### config.mk
export PLATFORM = sky130hd
export DESIGN_NAME = fu_completion_scheduler_flat
export DESIGN_NICKNAME = d
export VERILOG_FILES = /design/src/rtl/fu_completion_scheduler_pkg.sv /design/src/rtl/fu_completion_scheduler_if.sv /design/src/rtl/fu_completion_scheduler_rr_arbiter.sv /design/src/rtl/fu_completion_scheduler.sv /design/src/flat_wrapper.sv
export SDC_FILE = /design/constraint.sdc
export NUM_CORES = 1
export LEC_CHECK = 0
export ABC_CLOCK_PERIOD_IN_PS = 7800
export CAP_MARGIN = 20
export CORE_MARGIN = 10
export CORE_UTILIZATION = 56
export DETAILED_ROUTE_END_ITERATION = 10
export GPL_TIMING_DRIVEN = 1
export PLACE_DENSITY = 0.85
export SLEW_MARGIN = 40
export SYNTH_ARGS = -nofsm -noshare
export SYNTH_HDL_FRONTEND = slang
export SYNTH_SLANG_ARGS = --single-unit
### constraint.sdc
create_clock -name clk -period 7.8 [get_ports clk]
set_clock_uncertainty 0.1 [all_clocks]
set_input_delay 1.56 -clock clk [delete_from_list [all_inputs] [get_ports clk]]
set_output_delay 1.56 -clock clk [all_outputs]
set_load 0.005 [all_outputs]
### src/rtl/fu_completion_scheduler_pkg.sv
// Shared widths, unit-state encodings and helpers for the EX-stage
// completion scheduler.
package fu_completion_scheduler_pkg;

    localparam int NUM_FUNC_UNITS    = 5;
    localparam int FUNC_UNIT_OP_SIZE = 3;
    localparam int LAT_SIZE          = 4;
    localparam int ROB_ID_SIZE       = 4;

    typedef logic [1:0] fu_state_t;

    localparam fu_state_t FU_IDLE = 2'd0;
    localparam fu_state_t FU_EXEC = 2'd1;
    localparam fu_state_t FU_DONE = 2'd2;

    // A latency of zero from the control unit means "single cycle".
    function automatic logic [LAT_SIZE-1:0] eff_latency(input logic [LAT_SIZE-1:0] lat);
        return (lat == '0) ? LAT_SIZE'(1) : lat;
    endfunction

endpackage

### src/rtl/fu_completion_scheduler_if.sv
// Issue / completion / scoreboard bundle between ID, the scheduler and WB.
interface fu_completion_scheduler_if;
    import fu_completion_scheduler_pkg::*;

    logic                         issue_valid;
    logic [FUNC_UNIT_OP_SIZE-1:0] issue_unit;
    logic [LAT_SIZE-1:0]          issue_latency;
    logic [ROB_ID_SIZE-1:0]       issue_id;
    logic                         wb_ready;
    logic [NUM_FUNC_UNITS-1:0]    free_units;
    logic                         done_valid;
    logic [FUNC_UNIT_OP_SIZE-1:0] done_unit;
    logic [ROB_ID_SIZE-1:0]       done_id;
    logic                         issue_error;

    modport master (
        output issue_valid, issue_unit, issue_latency, issue_id, wb_ready,
        input  free_units, done_valid, done_unit, done_id, issue_error
    );

    modport slave (
        input  issue_valid, issue_unit, issue_latency, issue_id, wb_ready,
        output free_units, done_valid, done_unit, done_id, issue_error
    );

endinterface

### src/rtl/fu_completion_scheduler_rr_arbiter.sv
// Combinational round-robin arbiter: first requester at or above ptr_i,
// wrapping modulo N. The pointer register belongs to the caller.
module rr_arbiter #(
    parameter  int N  = 5,
    localparam int IW = (N > 1) ? $clog2(N) : 1
) (
    input  logic [N-1:0]  req_i,
    input  logic [IW-1:0] ptr_i,
    output logic [N-1:0]  gnt_o,
    output logic [IW-1:0] idx_o,
    output logic          any_o
);

    // Scan N positions starting at the pointer and take the first request.
    always_comb begin
        int   c;
        logic found;
        c     = 0;
        found = 1'b0;
        gnt_o = '0;
        idx_o = '0;
        any_o = |req_i;
        for (int i = 0; i < N; i++) begin
            c = (int'(ptr_i) + i) % N;
            if (!found && req_i[c]) begin
                found    = 1'b1;
                gnt_o[c] = 1'b1;
                idx_o    = IW'(c);
            end
        end
    end

endmodule

### src/rtl/fu_completion_scheduler.sv
// EX-stage occupancy tracker and completion scheduler. Marks units busy on
// issue, counts their latency down, and hands finished units one at a time
// to the WB/ROB completion port.
//
//  state   | meaning
//  --------+---------------------------------------------------------------
//  FU_IDLE | unit free, may accept an issue
//  FU_EXEC | executing, cnt_q = cycles left before the result is offered
//  FU_DONE | result ready, waiting for a WB grant (unit still busy)
module fu_completion_scheduler
    import fu_completion_scheduler_pkg::*;
#(
    parameter int NUM_UNITS = NUM_FUNC_UNITS
) (
    input  logic                      clk,
    input  logic                      reset,
    fu_completion_scheduler_if.slave  sched
);

    localparam int PW  = (NUM_UNITS > 1) ? $clog2(NUM_UNITS) : 1;
    localparam int PAD = 2 ** FUNC_UNIT_OP_SIZE;

    logic [NUM_UNITS-1:0]                  is_idle;
    logic [NUM_UNITS-1:0]                  is_done;
    logic [NUM_UNITS-1:0][ROB_ID_SIZE-1:0] id_vec;
    logic [NUM_UNITS-1:0]                  arb_oh;
    logic [NUM_UNITS-1:0]                  win_oh;
    logic [NUM_UNITS-1:0]                  grant_oh;
    logic [PW-1:0]                         arb_idx;
    logic [PW-1:0]                         win_idx;
    logic                                  any_done;
    logic                                  grant;
    logic [PAD-1:0]                        free_pad;
    logic                                  issue_legal;
    logic [LAT_SIZE-1:0]                   lat_eff;

    logic [PW-1:0] rr_q, rr_d;
    logic          lock_vld_q, lock_vld_d;
    logic [PW-1:0] lock_idx_q, lock_idx_d;
    logic          issue_error_q, issue_error_d;

    // Out-of-range unit indices land on the zero padding and are never free.
    assign free_pad    = PAD'(is_idle);
    assign issue_legal = sched.issue_valid & free_pad[sched.issue_unit];
    assign lat_eff     = eff_latency(sched.issue_latency);

    for (genvar u = 0; u < NUM_UNITS; u++) begin : g_unit
        fu_state_t              state_q, state_d;
        logic [LAT_SIZE-1:0]    cnt_q, cnt_d;
        logic [ROB_ID_SIZE-1:0] id_q, id_d;
        logic                   hit;

        assign hit = issue_legal & (sched.issue_unit == FUNC_UNIT_OP_SIZE'(u));

        // Per-unit next state; a single-cycle op is offered the cycle after issue.
        always_comb begin
            state_d = state_q;
            cnt_d   = cnt_q;
            id_d    = id_q;
            case (state_q)
                FU_IDLE: begin
                    if (hit) begin
                        id_d = sched.issue_id;
                        if (lat_eff == LAT_SIZE'(1)) begin
                            state_d = FU_DONE;
                            cnt_d   = '0;
                        end else begin
                            state_d = FU_EXEC;
                            cnt_d   = lat_eff - LAT_SIZE'(1);
                        end
                    end
                end
                FU_EXEC: begin
                    cnt_d = cnt_q - LAT_SIZE'(1);
                    if (cnt_q == LAT_SIZE'(1)) begin
                        state_d = FU_DONE;
                    end
                end
                FU_DONE: begin
                    if (grant_oh[u]) begin
                        state_d = FU_IDLE;
                    end
                end
                default: begin
                    state_d = FU_IDLE;
                    cnt_d   = '0;
                end
            endcase
        end

        // Per-unit state, down-counter and ROB id registers.
        always_ff @(posedge clk) begin
            if (reset) begin
                state_q <= FU_IDLE;
                cnt_q   <= '0;
                id_q    <= '0;
            end else begin
                state_q <= state_d;
                cnt_q   <= cnt_d;
                id_q    <= id_d;
            end
        end

        assign is_idle[u] = (state_q == FU_IDLE);
        assign is_done[u] = (state_q == FU_DONE);
        assign id_vec[u]  = id_q;
    end

    rr_arbiter #(.N(NUM_UNITS)) u_arb (
        .req_i (is_done),
        .ptr_i (rr_q),
        .gnt_o (arb_oh),
        .idx_o (arb_idx),
        .any_o (any_done)
    );

    // A stalled offer is pinned so a newly finished unit cannot displace it.
    assign win_idx  = lock_vld_q ? lock_idx_q : arb_idx;
    assign win_oh   = lock_vld_q ? (NUM_UNITS'(1) << lock_idx_q) : arb_oh;
    assign grant    = any_done & sched.wb_ready;
    assign grant_oh = grant ? win_oh : '0;

    // Offer mux: winner's id when something is done, zero otherwise.
    always_comb begin
        sched.done_id = '0;
        for (int u = 0; u < NUM_UNITS; u++) begin
            if (any_done && win_oh[u]) begin
                sched.done_id = id_vec[u];
            end
        end
    end

    assign sched.free_units  = is_idle;
    assign sched.done_valid  = any_done;
    assign sched.done_unit   = any_done ? FUNC_UNIT_OP_SIZE'(win_idx) : '0;
    assign sched.issue_error = issue_error_q;

    // Pointer advance past the winner on grant; offer lock while WB stalls.
    always_comb begin
        rr_d          = rr_q;
        lock_vld_d    = lock_vld_q;
        lock_idx_d    = lock_idx_q;
        issue_error_d = sched.issue_valid & ~issue_legal;
        if (grant) begin
            rr_d       = (win_idx == PW'(NUM_UNITS - 1)) ? '0 : win_idx + PW'(1);
            lock_vld_d = 1'b0;
        end else if (any_done) begin
            lock_vld_d = 1'b1;
            lock_idx_d = win_idx;
        end
    end

    // Arbitration pointer, offer lock and issue-error pulse registers.
    always_ff @(posedge clk) begin
        if (reset) begin
            rr_q          <= '0;
            lock_vld_q    <= 1'b0;
            lock_idx_q    <= '0;
            issue_error_q <= 1'b0;
        end else begin
            rr_q          <= rr_d;
            lock_vld_q    <= lock_vld_d;
            lock_idx_q    <= lock_idx_d;
            issue_error_q <= issue_error_d;
        end
    end

endmodule

### src/flat_wrapper.sv
// flat-port wrapper written by rule: the top's interface ports become plain ports
module fu_completion_scheduler_flat import fu_completion_scheduler_pkg::*;
#(
    parameter int NUM_UNITS = NUM_FUNC_UNITS
)
  (clk, reset, sched_issue_valid, sched_issue_unit, sched_issue_latency, sched_issue_id, sched_wb_ready, sched_free_units, sched_done_valid, sched_done_unit, sched_done_id, sched_issue_error);
  fu_completion_scheduler_if sched_i ();
  input  logic clk;
  input  logic reset;
  input wire logic [$bits(sched_i.issue_valid)-1:0] sched_issue_valid;
  input wire logic [$bits(sched_i.issue_unit)-1:0] sched_issue_unit;
  input wire logic [$bits(sched_i.issue_latency)-1:0] sched_issue_latency;
  input wire logic [$bits(sched_i.issue_id)-1:0] sched_issue_id;
  input wire logic [$bits(sched_i.wb_ready)-1:0] sched_wb_ready;
  output wire logic [$bits(sched_i.free_units)-1:0] sched_free_units;
  output wire logic [$bits(sched_i.done_valid)-1:0] sched_done_valid;
  output wire logic [$bits(sched_i.done_unit)-1:0] sched_done_unit;
  output wire logic [$bits(sched_i.done_id)-1:0] sched_done_id;
  output wire logic [$bits(sched_i.issue_error)-1:0] sched_issue_error;
  assign sched_i.issue_valid = sched_issue_valid;
  assign sched_i.issue_unit = sched_issue_unit;
  assign sched_i.issue_latency = sched_issue_latency;
  assign sched_i.issue_id = sched_issue_id;
  assign sched_i.wb_ready = sched_wb_ready;
  assign sched_free_units = sched_i.free_units;
  assign sched_done_valid = sched_i.done_valid;
  assign sched_done_unit = sched_i.done_unit;
  assign sched_done_id = sched_i.done_id;
  assign sched_issue_error = sched_i.issue_error;
  fu_completion_scheduler #(.NUM_UNITS(NUM_UNITS)) u_core (.clk(clk), .reset(reset), .sched(sched_i));
endmodule
# Word-level counts from Yosys, hierarchy flattened
# Index checks and enable logic that the tools add are counted.
# totals
regBits	58
inputBits	15
output_inout_bits	14
elab_cells	229
# op_classes
n_addsub	11
n_div	5
n_lt_le_gt_ge	11
eq_ne	36
n_shift	1
muxes	84
bitwise_logic	19
n_reduce_logical	43
# op_table
op	count
greater-or-equal comparator 32 x 1 -> 1 bit, second input constant	5
less-than comparator 32 x 5 -> 1 bit, second input constant	5
modulo 32 x 4 -> 32 bit, second input constant	4
case mux 4 bit (3 select lines)	5
two-way mux 4 bit	12
two-way mux 5 bit	7
modulo 4 x 4 -> 32 bit, second input constant	1
two-way mux 2 bit	16
case mux 2 bit (3 select lines)	5
equality test 4 x 1 -> 1 bit, second input constant	6
two-way mux 3 bit	8
subtractor 4 x 1 -> 4 bit, second input constant	6
AND reduction 2 bit	11
two-way mux 1 bit	20
!= test 2 x 1 -> 1 bit, second input constant	10
OR 5 bit	4
binary-select mux 1 bit (select 3 bit)	6
demux 1 bit (select 3 bit)	5
AND reduction 3 bit	5
logical AND 1 bit	14
equality test 2 x 1 -> 1 bit, second input constant	5
equality test 2 bit, second input constant	5
zero test 2 bit	5
!= test 2 bit, second input constant	5
16 further kinds	35

# Depth between registers and ports, before layout
# logic_depth
word_depth	24
depth_mapped	31
mapped_depth_nobuf	25

# Cells and area by module
# Synthesis repeated with hierarchy kept, for this count alone.
# unflattened
hier_cells	734
area_unflattened_um2	5462.7
# modules_own_cells
module	n_inst	cells_per_inst	area_each_um2	seq_area_each_um2
fu_completion_scheduler	1	423	3305.7	1161.1
rr_arbiter	1	311	2157.1	0.0

# Least setup slack after synthesis
# OpenSTA, ideal clock, no wires.
# synth_timing
kind	reg-to-output
start	reg u_core.rr_q[0]
end	out sched_done_id[2]
arrival_ns	6.131
required_ns	6.140
setup_slack_ns	0.009
path_stages_with_launch	28
n_path_buf	6
path_cell_list	dfxtp_1 buf_6 buf_2 clkbuf_1 clkbuf_1 buf_1 inv_1 ha_1 inv_1 ha_1 inv_1 ha_1 nor3_4 nor2_1 xnor2_1 ha_1 inv_1 a211oi_4 nand2_2 or4_1 a31o_1 and2_4 buf_6 nand3_1 o221ai_1 nand3_1 a21oi_1 a2111o_1
# synth_via
elab_chain_len	24
elab_cells_between_ends	81
classes_between	4 x add/sub; 5 x div; 10 x order compare; 40 x mux; 4 x bitwise; 18 x reduce/logical
# synth_lines
item	line_no	rtl
start, declared	fu_completion_scheduler.sv:37	logic [PW-1:0] rr_q, rr_d;
start signal, assigned	fu_completion_scheduler.sv:161	rr_q <= rr_d;
parallel branches: the longest is 16 deep, another holds modulo 32 x 4 -> 32 bit	n/a	
two-way mux 5 bit *	fu_completion_scheduler_rr_arbiter.sv:25	if (!found && req_i[c]) begin
two-way mux 5 bit *	fu_completion_scheduler.sv:119	assign win_oh = lock_vld_q ? (NUM_UNITS'(1) << lock_idx_q) : arb_oh;
logical AND 1 bit	fu_completion_scheduler.sv:127	if (any_done && win_oh[u]) begin
two-way mux 4 bit (4 in series)	fu_completion_scheduler.sv:127	
two-way mux 4 bit *	fu_completion_scheduler.sv:127	
end, declared	flat_wrapper.sv:18	output wire logic [$bits(sched_i.done_id)-1:0] sched_done_id;
# Every way passes the cells marked *. The select of a mux whose other input is x is not followed.

# Final worst setup path
# layout_timing
start	reg u_core.rr_q[0]
end	out sched_done_id[3]
# Same word-level chain as after synthesis.

==> run_results.csv <==
group,metric,value,unit
timing,fin_tns_setup,0,ns
floorplanning,initial_utilization,0.576,
synthesis,synth_top_area_cell,"dfxtp_1",
clock_tree,numCtsBuffers,9,
clock_tree,htreeDepth,3,
floorplanning,die_area,0.0151,mm²
synthesis,synth.most_common_cell,"nor2_1",
critical_path,worstSetupPathType,"register to primary output",
placement,io_buffers,28,
detailed_routing,first_pass_iters,5,
critical_path,end_kind,"primary output",
timing,min_period,7.43,ns
critical_path,crit_buf_inv,6,
floorplanning,rows,37,
pwr,power.density,200,mW/mm²
cells_and_area,areaGrowthSynthToFinish,9.55,%
timing,tightestPinTransition,0.776,ns
critical_path,worst_ep_arrival_time,5.77,ns
timing,grt_setup_unrepaired,"no",
global_route,grt_pass1_wl,27100,µm
synthesis,syn-cell-area,0.00595,mm²
floorplanning,core,0.0103,mm²
floorplanning,die_width,123,µm
hold_path,hp-class,"register to register",
synthesis,synth_top_area_share,0.195,
timing,slew_viol_final,0,
synthesis,yosysUniqueCellTypes,109,
synthesis,synth_warnings,0,
synthesis,syn_avg_cell_area,7.73,µm²
pwr,p_leak,2.40,nW
global_route,antenna_found_initial,0,
floorplanning,die_y,123,µm
global_route,grt_pass1_vias,5625,
critical_path,cp_slowest_cell,"or4_1",
global_route,track_usage,0.216,
timing,hold_viol,0,
pwr,peakVddDrop,0.155,mV
clock_tree,clk_pin_slew,0.08,ns
clock_tree,cts.root.buffer_cell,"clkbuf_8",
detailed_routing,vias_per_cell,6.33,
cells_and_area,n_antenna_cell,0,
synthesis,synth_edf_count,0,
run,drv_cap,0,
clock_tree,cts_tree,"built",
critical_path,startpoint_type,"register",
synthesis,synth-seq-cells,58,
clock_tree,insertion_delay,0.36,ns
cells_and_area,nets,834,
timing,fin_crit_sh,0.953,
clock_tree,cts_buffer_depth,2,
timing,relSlewSlack,0.482,
synthesis,synth-async-reset-ratio,0,
critical_path,worstPathRequired,6.14,ns
critical_path,crit_chain,"inv_2, ha_4, inv_1, ha_4, inv_1, ha_1, nor3_4, nor2_1, xnor2_1, buf_4, ha_2, inv_1, a211oi_4, nand2_4, or4_1, a31o_1, a21oi_4, o2111ai_1, a31oi_4, nand2_1, o21a_1, a221o_1, clkdlybuf4s50_1",
global_route,grt_max_degree,59,
critical_path,cpPeakStageDelay,0.48,ns
floorplanning,pin_count,29,
cells_and_area,final_util,0.631,
placement,hpwl,12000,µm
timing,max_freq,135,MHz
detailed_routing,routed_wl,16400,µm
detailed_routing,route.detailed.drc,0,
critical_path,crit_fanout,9,
critical_path,critical-path-top-delay-family,"compound AO/OA/AOI/OAI gates",
outcome,outcome,"completed",
timing,setup_viol,0,
clock_tree,cts_num_sinks,58,
synthesis,synth_ff_type,"dfxtp_1",
cells_and_area,drive_above_1_share,0.132,
detailed_routing,drtIter0Drc,563,
detailed_routing,ant_nets,0,
timing,whs,0.361,ns
synthesis,synth_commonest_cells,"nor2_1 (111), dfxtp_1 (58), a21oi_1 (56), nand2_1 (49), inv_1 (45)",
placement,gp_congestion,0.988,
synthesis,ys_seq_area_frac,0.195,
synthesis,netlist_instances,769,
clock_tree,ctsHoldBuffers,0,
detailed_routing,vias,5820,
global_route,grt.overflow.total,0,
critical_path,cpMostUsedCell,"inv_1",
detailed_routing,routedWlPerCell,17.9,µm
synthesis,syn_nets,825,
synthesis,synthTopCellsByArea,"dfxtp_1 (20%), ha_1 (8.6%), nor2_1 (7.0%)",
per-stage QoR:
stage	cells	instance area (µm²)	worst slack, ns	total power [mW]
floorplan	769	5950	0.00851	0.815
global placement	899	6170	0.529	0.921
detailed placement	899	6180	0.295	0.939
CTS	915	6420	0.0131	1.26
global route	919	6520	0.0432	1.38
finish	919	6520	0.370	1.30
report_power, final:
part	leakage [nW]	total (mW)	internal [mW]	switching [mW]
sequential	0.471	0.342	0.314	0.0283
clock	0.114	0.320	0.182	0.137
combinational	1.81	0.641	0.259	0.382
logic make-up after synthesis:
group	synth area share
and+or+nand+nor	0.269
AOI/OAI and AO/OA	0.275
buffers and inverters	0.0816
DFF	0.195
adders and majority gates	0.0862
muxes	0.0648
xor gates and xnor gates	0.0280
state kept, by name (all words and copies together), names as in the netlist:
name                      cells
u_core.sched.issue_error      1
u_core.lock_idx_q             3
u_core.g_unit.id_q           20
u_core.lock_vld_q             1
u_core.g_unit.state_q        10
u_core.rr_q                   3
u_core.g_unit.cnt_q          20
routing by layer:
layer | GRT usage | part of all wire | vias to the layer above
li1 | - | - | 2823
met1 | 0.262 | 0.43 | 2720
met2 | 0.363 | 0.48 | 229
met3 | 0.0378 | 0.062 | 48
met4 | 0.105 | 0.034 | 0
met5 | 0 | 0 | -
area by class of cell:
cell class,count,area [µm²]
multi-input cells,620,4390
fillers,870,3810
flip-flops and latches,58,1160
repair buffers,43,390
inverters,46,173
well taps,136,170
clock buffers,9,124
clock inverters,7,104
repair_timing:
item / CTS / global route
pin swaps: 0 / 3
endpoints found under the setup margin: 3 / 7
gates resized for setup: 2 / 13
cloned: 0 / 0
setup buffers: 0 / 4
worst paths after layout:
check,from,to,slack (ns),cells after the start
max,u_core.rr_q[0],sched_done_id[3],0.37,23
min,u_core.g_unit[0].id_q[0],u_core.g_unit[0].id_q[0],0.36,2
max reg2reg,u_core.rr_q[0],u_core.rr_q[2],2.07,25
min reg2reg,u_core.g_unit[0].id_q[0],u_core.g_unit[0].id_q[0],0.36,2
cell usage in the layout (no fill, tap or decap), drive strengths merged, types with 5 or more instances in the layout:
master           n
nand2b          13
o2bb2ai          5
clkinv           5
buf             16
and2            10
nor2b           11
a21oi           58
xnor2           10
nand3b           6
nand4            7
ha              41
clkdlybuf4s50   27
or2              7
o31ai            6
xor2             6
or3              6
o21a             5
nor2           112
a211o            5
dfxtp           58
and3             5
o211ai           5
a211oi          10
a31oi           10
clkbuf           9
nand3           23
o22ai            5
mux2i           34
nand2           52
inv             46
nor3            38
a22oi           10
o21ai           31
nor4             5
worst register-to-register path: stages (launching register included):
cell and delay (ns):
dfxtp_1 0.32, inv_2 0.11, ha_4 0.18, inv_1 0.09, ha_4 0.33, inv_1 0.10, ha_1 0.23, nor3_4 0.26
nor2_1 0.12, xnor2_1 0.18, buf_4 0.19, ha_2 0.24, inv_1 0.09, a211oi_4 0.34, nand2_4 0.13, or4_1 0.48
a31o_1 0.26, and2_4 0.18, o211ai_1 0.10, a21boi_0 0.11, a2111o_1 0.36, mux2i_1 0.26, inv_1 0.08, ha_1 0.19
or3_1 0.38, a311oi_2 0.22
Note: power is estimated with default switching activity, not from simulation.
